<file path="src/rtl/multicycle_ctrl_if.sv">
// Control bundle between the multicycle controller and the RV32I datapath.
// master = controller side, slave = datapath side.
interface multicycle_ctrl_if;
  logic [6:0] op;
  logic [2:0] funct3;
  logic       funct7b5;
  logic       Zero;
  logic       PCWrite;
  logic       AdrSrc;
  logic       MemWrite;
  logic       IRWrite;
  logic [1:0] ResultSrc;
  logic [1:0] ALUSrcA;
  logic [1:0] ALUSrcB;
  logic [1:0] ImmSrc;
  logic       RegWrite;
  logic [2:0] ALUControl;
  logic       Retire;
  logic       Illegal;
  logic [3:0] state_o;

  modport master (
    input  op, funct3, funct7b5, Zero,
    output PCWrite, AdrSrc, MemWrite,
    output IRWrite, ResultSrc, ALUSrcA,
    output ALUSrcB, ImmSrc, RegWrite,
    output ALUControl, Retire, Illegal,
    output state_o
  );

  modport slave (
    output op, funct3, funct7b5, Zero,
    input  PCWrite, AdrSrc, MemWrite,
    input  IRWrite, ResultSrc, ALUSrcA,
    input  ALUSrcB, ImmSrc, RegWrite,
    input  ALUControl, Retire, Illegal,
    input  state_o
  );
endinterface

</file>
<file path="src/rtl/multicycle_ctrl.sv">
// Moore-style sequencer for the multicycle RV32I datapath.
// Only PCWrite, ALUControl and ImmSrc look at live inputs.
module multicycle_ctrl #(
  parameter bit HALT_ON_ILLEGAL = 1'b1
) (
  input logic clk,
  input logic rst,
  multicycle_ctrl_if.master bus
);

  typedef enum logic [3:0] {
    FETCH    = 4'd0,
    DECODE   = 4'd1,
    MEMADR   = 4'd2,
    MEMREAD  = 4'd3,
    MEMWB    = 4'd4,
    MEMWRITE = 4'd5,
    EXECR    = 4'd6,
    EXECI    = 4'd7,
    ALUWB    = 4'd8,
    BEQ      = 4'd9,
    JAL      = 4'd10,
    HALT     = 4'd11
  } state_t;

  localparam logic [6:0] OP_LW  = 7'b0000011;
  localparam logic [6:0] OP_SW  = 7'b0100011;
  localparam logic [6:0] OP_R   = 7'b0110011;
  localparam logic [6:0] OP_I   = 7'b0010011;
  localparam logic [6:0] OP_BEQ = 7'b1100011;
  localparam logic [6:0] OP_JAL = 7'b1101111;

  localparam state_t ILL_NXT =
    HALT_ON_ILLEGAL ? HALT : FETCH;

  state_t     state;
  state_t     nxt;
  logic       ill_q;
  logic       ill_set;
  logic       f3_ok;
  logic       pcupdate;
  logic       branch;
  logic [1:0] aluop;
  logic       irw;
  logic       rw;
  logic       mw;
  logic       ret;
  logic       adr;
  logic [1:0] rsrc;
  logic [1:0] srca;
  logic [1:0] srcb;
  logic [2:0] aluctl;
  logic [1:0] imm;

  always_ff @(posedge clk or posedge rst) begin
    if (rst) state <= FETCH;
    else     state <= nxt;
  end

  always_ff @(posedge clk or posedge rst) begin
    if (rst)          ill_q <= 1'b0;
    else if (ill_set) ill_q <= 1'b1;
  end

  assign f3_ok = (bus.funct3 == 3'b000) ||
                 (bus.funct3 == 3'b010) ||
                 (bus.funct3 == 3'b110) ||
                 (bus.funct3 == 3'b111);

  always_comb begin
    nxt      = state;
    ill_set  = 1'b0;
    pcupdate = 1'b0;
    branch   = 1'b0;
    aluop    = 2'b00;
    irw      = 1'b0;
    rw       = 1'b0;
    mw       = 1'b0;
    ret      = 1'b0;
    adr      = 1'b0;
    rsrc     = 2'b00;
    srca     = 2'b00;
    srcb     = 2'b00;
    unique case (state)
      FETCH: begin
        irw      = 1'b1;
        srcb     = 2'b10;
        rsrc     = 2'b10;
        pcupdate = 1'b1;
        nxt      = DECODE;
      end
      DECODE: begin
        srca = 2'b01;
        srcb = 2'b01;
        case (bus.op)
          OP_LW, OP_SW: nxt = MEMADR;
          OP_R:         nxt = EXECR;
          OP_I:         nxt = EXECI;
          OP_BEQ:       nxt = BEQ;
          OP_JAL:       nxt = JAL;
          default: begin
            ill_set = 1'b1;
            nxt     = ILL_NXT;
          end
        endcase
      end
      MEMADR: begin
        srca = 2'b10;
        srcb = 2'b01;
        nxt  = (bus.op == OP_LW) ? MEMREAD
                                 : MEMWRITE;
      end
      MEMREAD: begin
        adr = 1'b1;
        nxt = MEMWB;
      end
      MEMWB: begin
        rsrc = 2'b01;
        rw   = 1'b1;
        ret  = 1'b1;
        nxt  = FETCH;
      end
      MEMWRITE: begin
        adr = 1'b1;
        mw  = 1'b1;
        ret = 1'b1;
        nxt = FETCH;
      end
      EXECR, EXECI: begin
        srca  = 2'b10;
        srcb  = (state == EXECI) ? 2'b01
                                 : 2'b00;
        aluop = 2'b10;
        if (f3_ok) begin
          nxt = ALUWB;
        end else begin
          ill_set = 1'b1;
          nxt     = ILL_NXT;
        end
      end
      ALUWB: begin
        rw  = 1'b1;
        ret = 1'b1;
        nxt = FETCH;
      end
      BEQ: begin
        srca   = 2'b10;
        aluop  = 2'b01;
        branch = 1'b1;
        ret    = 1'b1;
        nxt    = FETCH;
      end
      JAL: begin
        srca     = 2'b01;
        srcb     = 2'b10;
        pcupdate = 1'b1;
        nxt      = ALUWB;
      end
      HALT: nxt = HALT;
      default: nxt = FETCH;
    endcase
  end

  // sub only for R-type: I-type bit 30 is immediate data
  always_comb begin
    aluctl = 3'b000;
    unique case (1'b1)
      aluop == 2'b01:
        aluctl = 3'b001;
      aluop == 2'b10 && bus.funct3 == 3'b000:
        aluctl = (bus.op[5] && bus.funct7b5)
                 ? 3'b001 : 3'b000;
      aluop == 2'b10 && bus.funct3 == 3'b010:
        aluctl = 3'b101;
      aluop == 2'b10 && bus.funct3 == 3'b110:
        aluctl = 3'b011;
      aluop == 2'b10 && bus.funct3 == 3'b111:
        aluctl = 3'b010;
      default:
        aluctl = 3'b000;
    endcase
  end

  always_comb begin
    imm = 2'b00;
    case (bus.op)
      OP_SW:   imm = 2'b01;
      OP_BEQ:  imm = 2'b10;
      OP_JAL:  imm = 2'b11;
      default: imm = 2'b00;
    endcase
  end

  assign bus.PCWrite    = ~rst &
                          (pcupdate | (branch & bus.Zero));
  assign bus.IRWrite    = ~rst & irw;
  assign bus.RegWrite   = ~rst & rw;
  assign bus.MemWrite   = ~rst & mw;
  assign bus.Retire     = ~rst & ret;
  assign bus.AdrSrc     = adr;
  assign bus.ResultSrc  = rsrc;
  assign bus.ALUSrcA    = srca;
  assign bus.ALUSrcB    = srcb;
  assign bus.ImmSrc     = imm;
  assign bus.ALUControl = aluctl;
  assign bus.Illegal    = ill_q;
  assign bus.state_o    = state;

endmodule

</file>
<file path="src/flat_wrapper.sv">
// flat-port wrapper written by rule: the top's interface ports become plain ports
module multicycle_ctrl_flat 
#(
  parameter bit HALT_ON_ILLEGAL = 1'b1
)
  (clk, rst, bus_op, bus_funct3, bus_funct7b5, bus_Zero, bus_PCWrite, bus_AdrSrc, bus_MemWrite, bus_IRWrite, bus_ResultSrc, bus_ALUSrcA, bus_ALUSrcB, bus_ImmSrc, bus_RegWrite, bus_ALUControl, bus_Retire, bus_Illegal, bus_state_o);
  multicycle_ctrl_if bus_i ();
  input logic clk;
  input logic rst;
  input wire logic [$bits(bus_i.op)-1:0] bus_op;
  input wire logic [$bits(bus_i.funct3)-1:0] bus_funct3;
  input wire logic [$bits(bus_i.funct7b5)-1:0] bus_funct7b5;
  input wire logic [$bits(bus_i.Zero)-1:0] bus_Zero;
  output wire logic [$bits(bus_i.PCWrite)-1:0] bus_PCWrite;
  output wire logic [$bits(bus_i.AdrSrc)-1:0] bus_AdrSrc;
  output wire logic [$bits(bus_i.MemWrite)-1:0] bus_MemWrite;
  output wire logic [$bits(bus_i.IRWrite)-1:0] bus_IRWrite;
  output wire logic [$bits(bus_i.ResultSrc)-1:0] bus_ResultSrc;
  output wire logic [$bits(bus_i.ALUSrcA)-1:0] bus_ALUSrcA;
  output wire logic [$bits(bus_i.ALUSrcB)-1:0] bus_ALUSrcB;
  output wire logic [$bits(bus_i.ImmSrc)-1:0] bus_ImmSrc;
  output wire logic [$bits(bus_i.RegWrite)-1:0] bus_RegWrite;
  output wire logic [$bits(bus_i.ALUControl)-1:0] bus_ALUControl;
  output wire logic [$bits(bus_i.Retire)-1:0] bus_Retire;
  output wire logic [$bits(bus_i.Illegal)-1:0] bus_Illegal;
  output wire logic [$bits(bus_i.state_o)-1:0] bus_state_o;
  assign bus_i.op = bus_op;
  assign bus_i.funct3 = bus_funct3;
  assign bus_i.funct7b5 = bus_funct7b5;
  assign bus_i.Zero = bus_Zero;
  assign bus_PCWrite = bus_i.PCWrite;
  assign bus_AdrSrc = bus_i.AdrSrc;
  assign bus_MemWrite = bus_i.MemWrite;
  assign bus_IRWrite = bus_i.IRWrite;
  assign bus_ResultSrc = bus_i.ResultSrc;
  assign bus_ALUSrcA = bus_i.ALUSrcA;
  assign bus_ALUSrcB = bus_i.ALUSrcB;
  assign bus_ImmSrc = bus_i.ImmSrc;
  assign bus_RegWrite = bus_i.RegWrite;
  assign bus_ALUControl = bus_i.ALUControl;
  assign bus_Retire = bus_i.Retire;
  assign bus_Illegal = bus_i.Illegal;
  assign bus_state_o = bus_i.state_o;
  multicycle_ctrl #(.HALT_ON_ILLEGAL(HALT_ON_ILLEGAL)) u_core (.clk(clk), .rst(rst), .bus(bus_i));
endmodule
</file>
<file path="config.mk">
export PLATFORM = sky130hd
export DESIGN_NAME = multicycle_ctrl_flat
export DESIGN_NICKNAME = d
export VERILOG_FILES = /design/src/rtl/multicycle_ctrl_if.sv /design/src/rtl/multicycle_ctrl.sv /design/src/flat_wrapper.sv
export SDC_FILE = /design/constraint.sdc
export NUM_CORES = 1
export LEC_CHECK = 0
export CORE_UTILIZATION = 25
export DETAILED_ROUTE_END_ITERATION = 8
export GPL_TIMING_DRIVEN = 0
export SLEW_MARGIN = 10
export SYNTH_ARGS = -nofsm -noshare
export SYNTH_HDL_FRONTEND = slang
export SYNTH_SLANG_ARGS = --single-unit
</file>
<file path="constraint.sdc">
create_clock -name clk -period 1.7 [get_ports clk]
set_input_delay 0.34 -clock clk [delete_from_list [all_inputs] [get_ports clk]]
set_output_delay 0.34 -clock clk [all_outputs]
set_load 0.01 [all_outputs]
</file>
Word level (Yosys, flattened, before mapping) --
Index checks and enable logic that the tools add are counted.
Operators by class: equality and inequality tests 22, reduce and logical (&&, ||, !) cells 20, bitwise gates (word level) 8, multiplexer cells 22
Operator list (count):
- $pmux W4 S7 | 1
- $pmux W4 S5 | 1
- $eq A4 B3 Y1 const B | 4
- $eq A4 B4 Y1 const B | 4
- $pmux W3 S5 | 1
- $eq A7 B6 Y1 const B | 2
- $eq A7 B7 Y1 const B | 2
- $reduce_or A2 Y1 | 7
- $pmux W2 S2 | 3
- $pmux W2 S3 | 2
- $mux W1 | 11
- $eq A4 B2 Y1 const B | 2
- $reduce_or A4 Y1 | 2
- $eq A7 B2 Y1 const B | 1
- $eq A7 B5 Y1 const B | 1
- $and A1 B1 Y1 | 6
- $eq A3 B3 Y1 const B | 2
- $reduce_or A6 Y1 | 1
- $logic_and A1 B1 Y1 | 5
- $eq A4 B1 Y1 const B | 1
- $logic_not A4 Y1 | 1
- $eq A3 B2 Y1 const B | 1
- $logic_not A3 Y1 | 1
- $logic_or A1 B1 Y1 | 3
- 7 further kinds | 7
Word-level totals: word-level logic and storage cells 74, output and inout port bits 22, flip-flop bits (word level) 5

Logic depth before layout (Yosys ltp) --
Gate-level depths: netlist of run 1.
depth after elaboration 6, mapped depth 6, gate-level depth less buffers 4

Least setup slack after synthesis of run 1 --
Ideal clock, no wire load.
path kind reg-to-output, start point reg u_core.state[1], in the netlist u_core.bus.state_o[1], end point out bus_PCWrite, cell stages (with the launch flop) 5, arrival time 1.477 ns, slack -0.117 ns, path through dfrtp_1 > buf_2 > nor2b_1 > a21oi_1 > a2111oi_0
On the way: word-level cells in the longest chain between the ends 5, elaborated cells between the ends (all ways) 9, classes of those cells 2 x eq/ne; 2 x mux; 3 x bitwise; 2 x reduce/logical
RTL lines:
- start, declared | RTL line multicycle_ctrl.sv:36 | state_t state;
- start signal, assigned | RTL line multicycle_ctrl.sv:57 | else state <= nxt;
- $eq A4 B4 Y1 or $logic_not A4 Y1 (tied branches) | RTL line multicycle_ctrl.sv:84 | unique case (state)
- $reduce_or A2 Y1 (no source line) or $mux W1 (tied branches)
- $mux W1 or $and A1 B1 Y1 (tied branches) | RTL line multicycle_ctrl.sv:84, multicycle_ctrl.sv:195
- $or A1 B1 Y1 * | RTL line multicycle_ctrl.sv:195 | (pcupdate | (branch & bus.Zero));
- $and A1 B1 Y1 * | RTL line multicycle_ctrl.sv:194 | assign bus.PCWrite = ~rst &
- end, declared | RTL line flat_wrapper.sv:14 | output wire logic [$bits(bus_i.PCWrite)-1:0] bus_PCWrite;
Every way passes the cells marked *; elsewhere a longest branch is shown, timed or not.

Worst setup path after layout of run 1 --
Ends and elaborated chain as after synthesis.

==> reports/qor.yml, run 1 <==
synth-edff-count: 0
core_um2: 2300
drive_gt1_share_pct: 61.0
cts_sinks: 5
synth.area.top_cells: "dfrtp_1, nor3_1, nor2_1"
hold_viol: 0
failed_checks: "negative setup slack"
synth.area.mux_share_pct: 0
fin_crit_sh_pct: 108
drcViolationCount: 0
grt_pass1_wl_um: 3770
synth_common_cells: "nor2_1, nor3_1, inv_1"
cts_tree: "yes"
antenna_found_initial: 0
startpoint_type: "register"
start_util_pct: 27.6
ant_nets: 0
max_stage_delay_ns: 0.41
num_antenna_cells: 0
multi_input_area_um2: 648
whs_ns: 0.215
ys_warn_count: 0
dp_hpwl_um: 1470
die_h_um: 52.4
worstSkewPairLatency_ns: 0.24
die_area_um2: 2740
synth_top_family_by_area: "simple AND/OR/NAND/NOR gates"
htree_levels: 1
numCtsBuffers: 3
area_growth_pct: 124
cp_slowest_cell: "dfrtp_1"
synth_area_leader_cell: "dfrtp_1"
rows: 17
finalClockSkew_ns: 0.00757
n_fill_cell: 211
synth-seq-cells: 5
critical_path_peak_fanout: 7
yosysTopAreaCellShare_pct: 19.7
synth-compound-area-share_pct: 24.7
maxSlewHeadroom_pct: 70.6
syn_nets: 101
place_congestion: 0.764
yosys.area_share.adder_pct: 0
nets: 169
hold_buffers: 0
drt_iter0_markers: 7
track_usage_pct: 18.5
vias: 898
p_leak_nw: 0.676
via_per_inst: 4.93
drv_cap: 0
crit_required_ns: 1.36
critPathArrivalTime_ns: 1.49
fmax_ghz: 0.547
maxSlewViolCount: 0
finalCriticalPeriod_ns: 1.83
path_clk_slew_ns: 0.05
total_power_mw: 2.21
worst_setup_path_end_kind: "output port"
drt_wl_total_um: 2730
grt_max_degree: 11
final_util_pct: 61.9
dp.cells: 150
synth-seq-area-share_pct: 19.7
ys_async_sr_fraction_pct: 100
tns_ns: -0.710
synth.avg_cell_area_um2: 7.29
wl_per_cell_um: 15.0
grt-ovfl-total: 0
clockBufferDepth: 2
synth-simple-area-share_pct: 39.4
yosysUniqueCellTypes: 35
syn_area_um2: 634
io_pins: 36
hold_class: "in -> async"
crit_buf_inv: 2
worst_ir_drop_vdd_mv: 0.757
syn_inst: 87
port_buffers: 35
die_x_um: 52.4
status: "finished with violations"
stdcell_count: 182
regArea_um2: 126
worst-setup-path-type: "reg -> out"
power_density_nw_per_um2: 1550
dr.pass1.iters: 4
final-setup-viol-count: 12
timing.final.ws_setup_ns: -0.128
root_buffer: "clkbuf_4"
cpLargestDelayFamily: "flip-flops"
rsz0062_at_grt: "true"
synth_xor_area_share_pct: 4.14
synth_ff_type: "dfrtp_1"
path_cells: "buf_6, nor2_4, nor2_1, a2111oi_2, buf_2"
tightest_slew_ns: 0.441
first_global_vias: 851
==> area by class of cell <==
cell class	instances	area share, %
Multi-Input combinational cell	67	45.6
Inverter	8	2.11
Tap cell	28	2.46
Timing Repair Buffer	64	34.1
Sequential cell	5	8.89
Clock buffer	4	1.85
Buffer	6	5.02
==> flip-flops by register name, summed over array words and instances (netlist names) <==
| name | cells |
|---|---|
| u_core.bus.Illegal | 1 |
| u_core.bus.state_o | 4 |
==> final timing paths <==
kind	startpoint	end	slack [ns]	cells past startpoint
worst max-delay path	u_core.bus.state_o[1]	bus_PCWrite	-0.13	5
max in group asynchronous	rst	u_core.bus.state_o[0]	1.28	2
worst min-delay path	rst	u_core.bus.state_o[3]	0.22	2
worst max register to register	u_core.bus.state_o[2]	u_core.bus.Illegal	0.13	6
worst min register to register	u_core.bus.Illegal	u_core.bus.Illegal	0.49	2
min in group clk	u_core.bus.Illegal	u_core.bus.Illegal	0.49	2
==> layout by cell type, fill, tap and decap left out, types with 3 or more instances in the layout <==
| cell | n |
|---|---|
| nand2_1 | 3 |
| buf_6 | 7 |
| dlygate4sd2_1 | 4 |
| buf_2 | 19 |
| nand2b_4 | 4 |
| clkdlybuf4s50_1 | 6 |
| nor2_1 | 5 |
| dfrtp_1 | 4 |
| nor3_1 | 4 |
| buf_4 | 28 |
| nor4_4 | 3 |
| a21oi_2 | 3 |
| inv_1 | 6 |
| nor2_4 | 4 |
| clkbuf_4 | 3 |
==> kinds of logic (layout without fill, tap and decap cells) <==
family	after synthesis	in the layout
simple gates	42	42
compound gates	22	22
buf+inv	15	82
flops	5	5
xor+xnor	3	3
==> power breakdown <==
group          switching (mW)  internal (mW)  total, mW  leakage, nW
Combinational           0.890          0.947       1.84        0.602
Sequential             0.0701          0.162      0.232       0.0584
Clock                  0.0514         0.0889      0.140       0.0150
Total                    1.01           1.20       2.21        0.676
==> repair_timing <==
action	CTS	global route
endpoints found under the setup margin	17	17
hold endpoints to repair	0	0
setup buffers	20	8
gates resized for setup	111	41
cloned	0	1
pin swaps	9	8
==> metrics by stage <==
step	setup slack [ns]	cell area [µm²]
2_1_floorplan	0.108	641
3_3_place_gp	-0.754	1030
3_5_place_dp	-0.747	1030
4_1_cts	-0.0961	1210
5_1_grt	-0.238	1420
6_report	-0.128	1420
==> layer usage <==
layer / GRT usage [%] / share of wire [%]
met5: 0 / 0
met2: 34.8 / 55
met4: 6.58 / 0.44
met1: 20.1 / 39
met3: 3.48 / 5.0
(Power assumes the default switching activity.)
==> inputs of run 2 (changes only) <==
- CORE_MARGIN: default -> 10
- CORE_UTILIZATION: 25 -> 37
- PLACE_DENSITY: default -> 0.78
==> run 2 against run 1 <==
  * The run still ends with negative setup slack left
  * Largest cell class unchanged
  * Worst hold slack gained 0.099 ns
  * Sequential share of layout area is 0.15 points higher
  * Via count is 15% higher
  * Design area decreased by 1.7%
  * Critical path type unchanged
==> reports/qor.yml, run 2 (synthesized netlist as in run 1, its figures left out) <==
cts_sinks: 5  # unchanged
final_util_pct: 89.6  # +28 points
antenna_found_initial: 0  # unchanged
final-setup-viol-count: 12  # unchanged
io_pins: 36  # unchanged
tightest_slew_ns: 0.438  # -0.00221 ns
final_common_cell: "buf_4"
fin_crit_sh_pct: 115  # +7.1 points
rrSetupSlack_ns: 0.13  # about the same
drt_iter0_markers: 56  # +49
start_util_pct: 40.7  # +13 points
drcViolationCount: 0  # unchanged
critical_path_peak_fanout: 8  # +1
p_leak_nw: 0.647  # -4.2%
whs_ns: 0.315  # +0.0994 ns
layout_common_cells: "buf_4, buf_2, clkdlybuf4s50_1"
die_h_um: 61.4  # +17%
finalClockSkew_ns: 0.00949  # +0.00192 ns
grt-ovfl-total: 0  # unchanged
first_global_vias: 985  # +16%
vias: 1032  # +15%
critPathArrivalTime_ns: 1.61  # +0.12 ns
finalCriticalPeriod_ns: 1.95  # +0.120 ns
status: "finished with violations"
root_buffer: "clkbuf_4"
grt_max_degree: 11  # unchanged
ant_nets: 0  # unchanged
place_congestion: 0.760  # -0.55%
worst_ir_drop_vdd_mv: 0.897  # +19%
htree_levels: 1  # unchanged
rsz0062_at_grt: "true"
n_fill_cell: 73  # -65%
nets: 166  # -1.8%
numCtsBuffers: 3  # unchanged
drt_wl_total_um: 3620  # +33%
worst-setup-path-type: "reg -> out"
dp_hpwl_um: 1750  # +19%
track_usage_pct: 16.1  # -2.4 points
maxSlewViolCount: 0  # unchanged
num_antenna_cells: 0  # unchanged
failed_checks: "negative setup slack"
fmax_ghz: 0.513  # -6.2%
startpoint_type: "register"
drive_gt1_share_pct: 57.6  # -3.4 points
via_per_inst: 6.18  # +25%
reg2regPathDepth: 5  # -1
area_growth_pct: 120
wl_per_cell_um: 21.6  # +45%
hold_class: "in -> async"
grt_pass1_wl_um: 4680  # +24%
dr.pass1.iters: 6  # +2
hold_viol: 0  # unchanged
worst_setup_path_end_kind: "output port"
port_buffers: 35  # unchanged
cts_tree: "yes"
die_area_um2: 3770  # +37%
die_x_um: 61.4  # +17%
rows: 14  # -3
maxSlewHeadroom_pct: 70.8  # +0.20 points
largest_reg_flops: 4  # unchanged
power_density_nw_per_um2: 1690  # +8.6%
dp.cells: 138  # -8.0%
drv_cap: 0  # unchanged
path_clk_slew_ns: 0.05  # about the same
timing.final.ws_setup_ns: -0.249  # -0.120 ns
clockBufferDepth: 2  # unchanged
core_um2: 1560  # -32%
stdcell_count: 167  # -8.2%
crit_required_ns: 1.36  # about the same
worstSkewPairLatency_ns: 0.26  # +0.02 ns
[run 2: cell types whose count changed in the layout (fill, tap and decap cells not counted), sizes merged]
cell	change
clkdlybuf4s15	+1
buf	-9
dlymetal6s2s	-2
bufbuf	+1
clkdlybuf4s50	+3
clkbuf	+2
dlygate4sd2	+1
[run 2: power by group]
group	internal, mW	switching, mW	leakage (nW)
combinational	1.00	0.962	0.574
clock	0.0898	0.0651	0.0150
sequential	0.162	0.0772	0.0584
[run 2: final timing paths]
| path | start | to |
|---|---|---|
| worst max-delay path | u_core.bus.state_o[1] | bus_ALUSrcB[1] |
| worst min-delay path | rst | u_core.bus.state_o[3] |
| min in group clk | u_core.bus.Illegal | u_core.bus.Illegal |
| worst min register to register | u_core.bus.Illegal | u_core.bus.Illegal |
| max in group asynchronous | rst | u_core.bus.state_o[0] |
| worst max register to register | u_core.bus.state_o[1] | u_core.bus.state_o[3] |
[run 2: what timing repair did]
action,CTS,global route
gates resized for setup,122,20
pin swaps,11,11
gates cloned,1,0
hold buffers,0,0
setup endpoints to repair,17,17
setup buffers,17,8
[run 2: per-layer routing]
layer  routed length [µm]  vias to the layer above  track usage [%]
met5                    0                        -                0
met4                  172                        0             8.28
met3                  376                       23             2.88
met2                 1750                       81             31.8
met1                 1320                      490             15.4
li1                     -                      438                -
[run 2: final cells by class]
cell class | count | area, µm² | area share, %
tap | 16 | 20.0 | 1.43
multi-input combinational | 67 | 626 | 44.8
clock buffer | 4 | 26.3 | 1.88
inverter | 8 | 30.0 | 2.15
sequential | 5 | 126 | 9.04
timing repair buffer | 61 | 484 | 34.6
buffer | 6 | 85.1 | 6.09
[run 2: through the flow]
stage	area, µm²	setup TNS (ns)	setup WS [ns]	total power [mW]
finish	1400	-1.53	-0.249	2.36
global placement	1010	-6.39	-0.745	1.39
detailed placement	1010	-6.84	-0.732	1.41
CTS	1270	-0.456	-0.112	1.92
global route	1400	-2.10	-0.300	2.46
floorplan	641	0	0.108	0.908
[run 2: worst max-delay path, stage by stage (launching register included)]
cell,delay [ns]
dfrtp_1,0.42
buf_6,0.17
bufbuf_16,0.26
xor2_1,0.15
nor3_1,0.18
buf_2,0.18
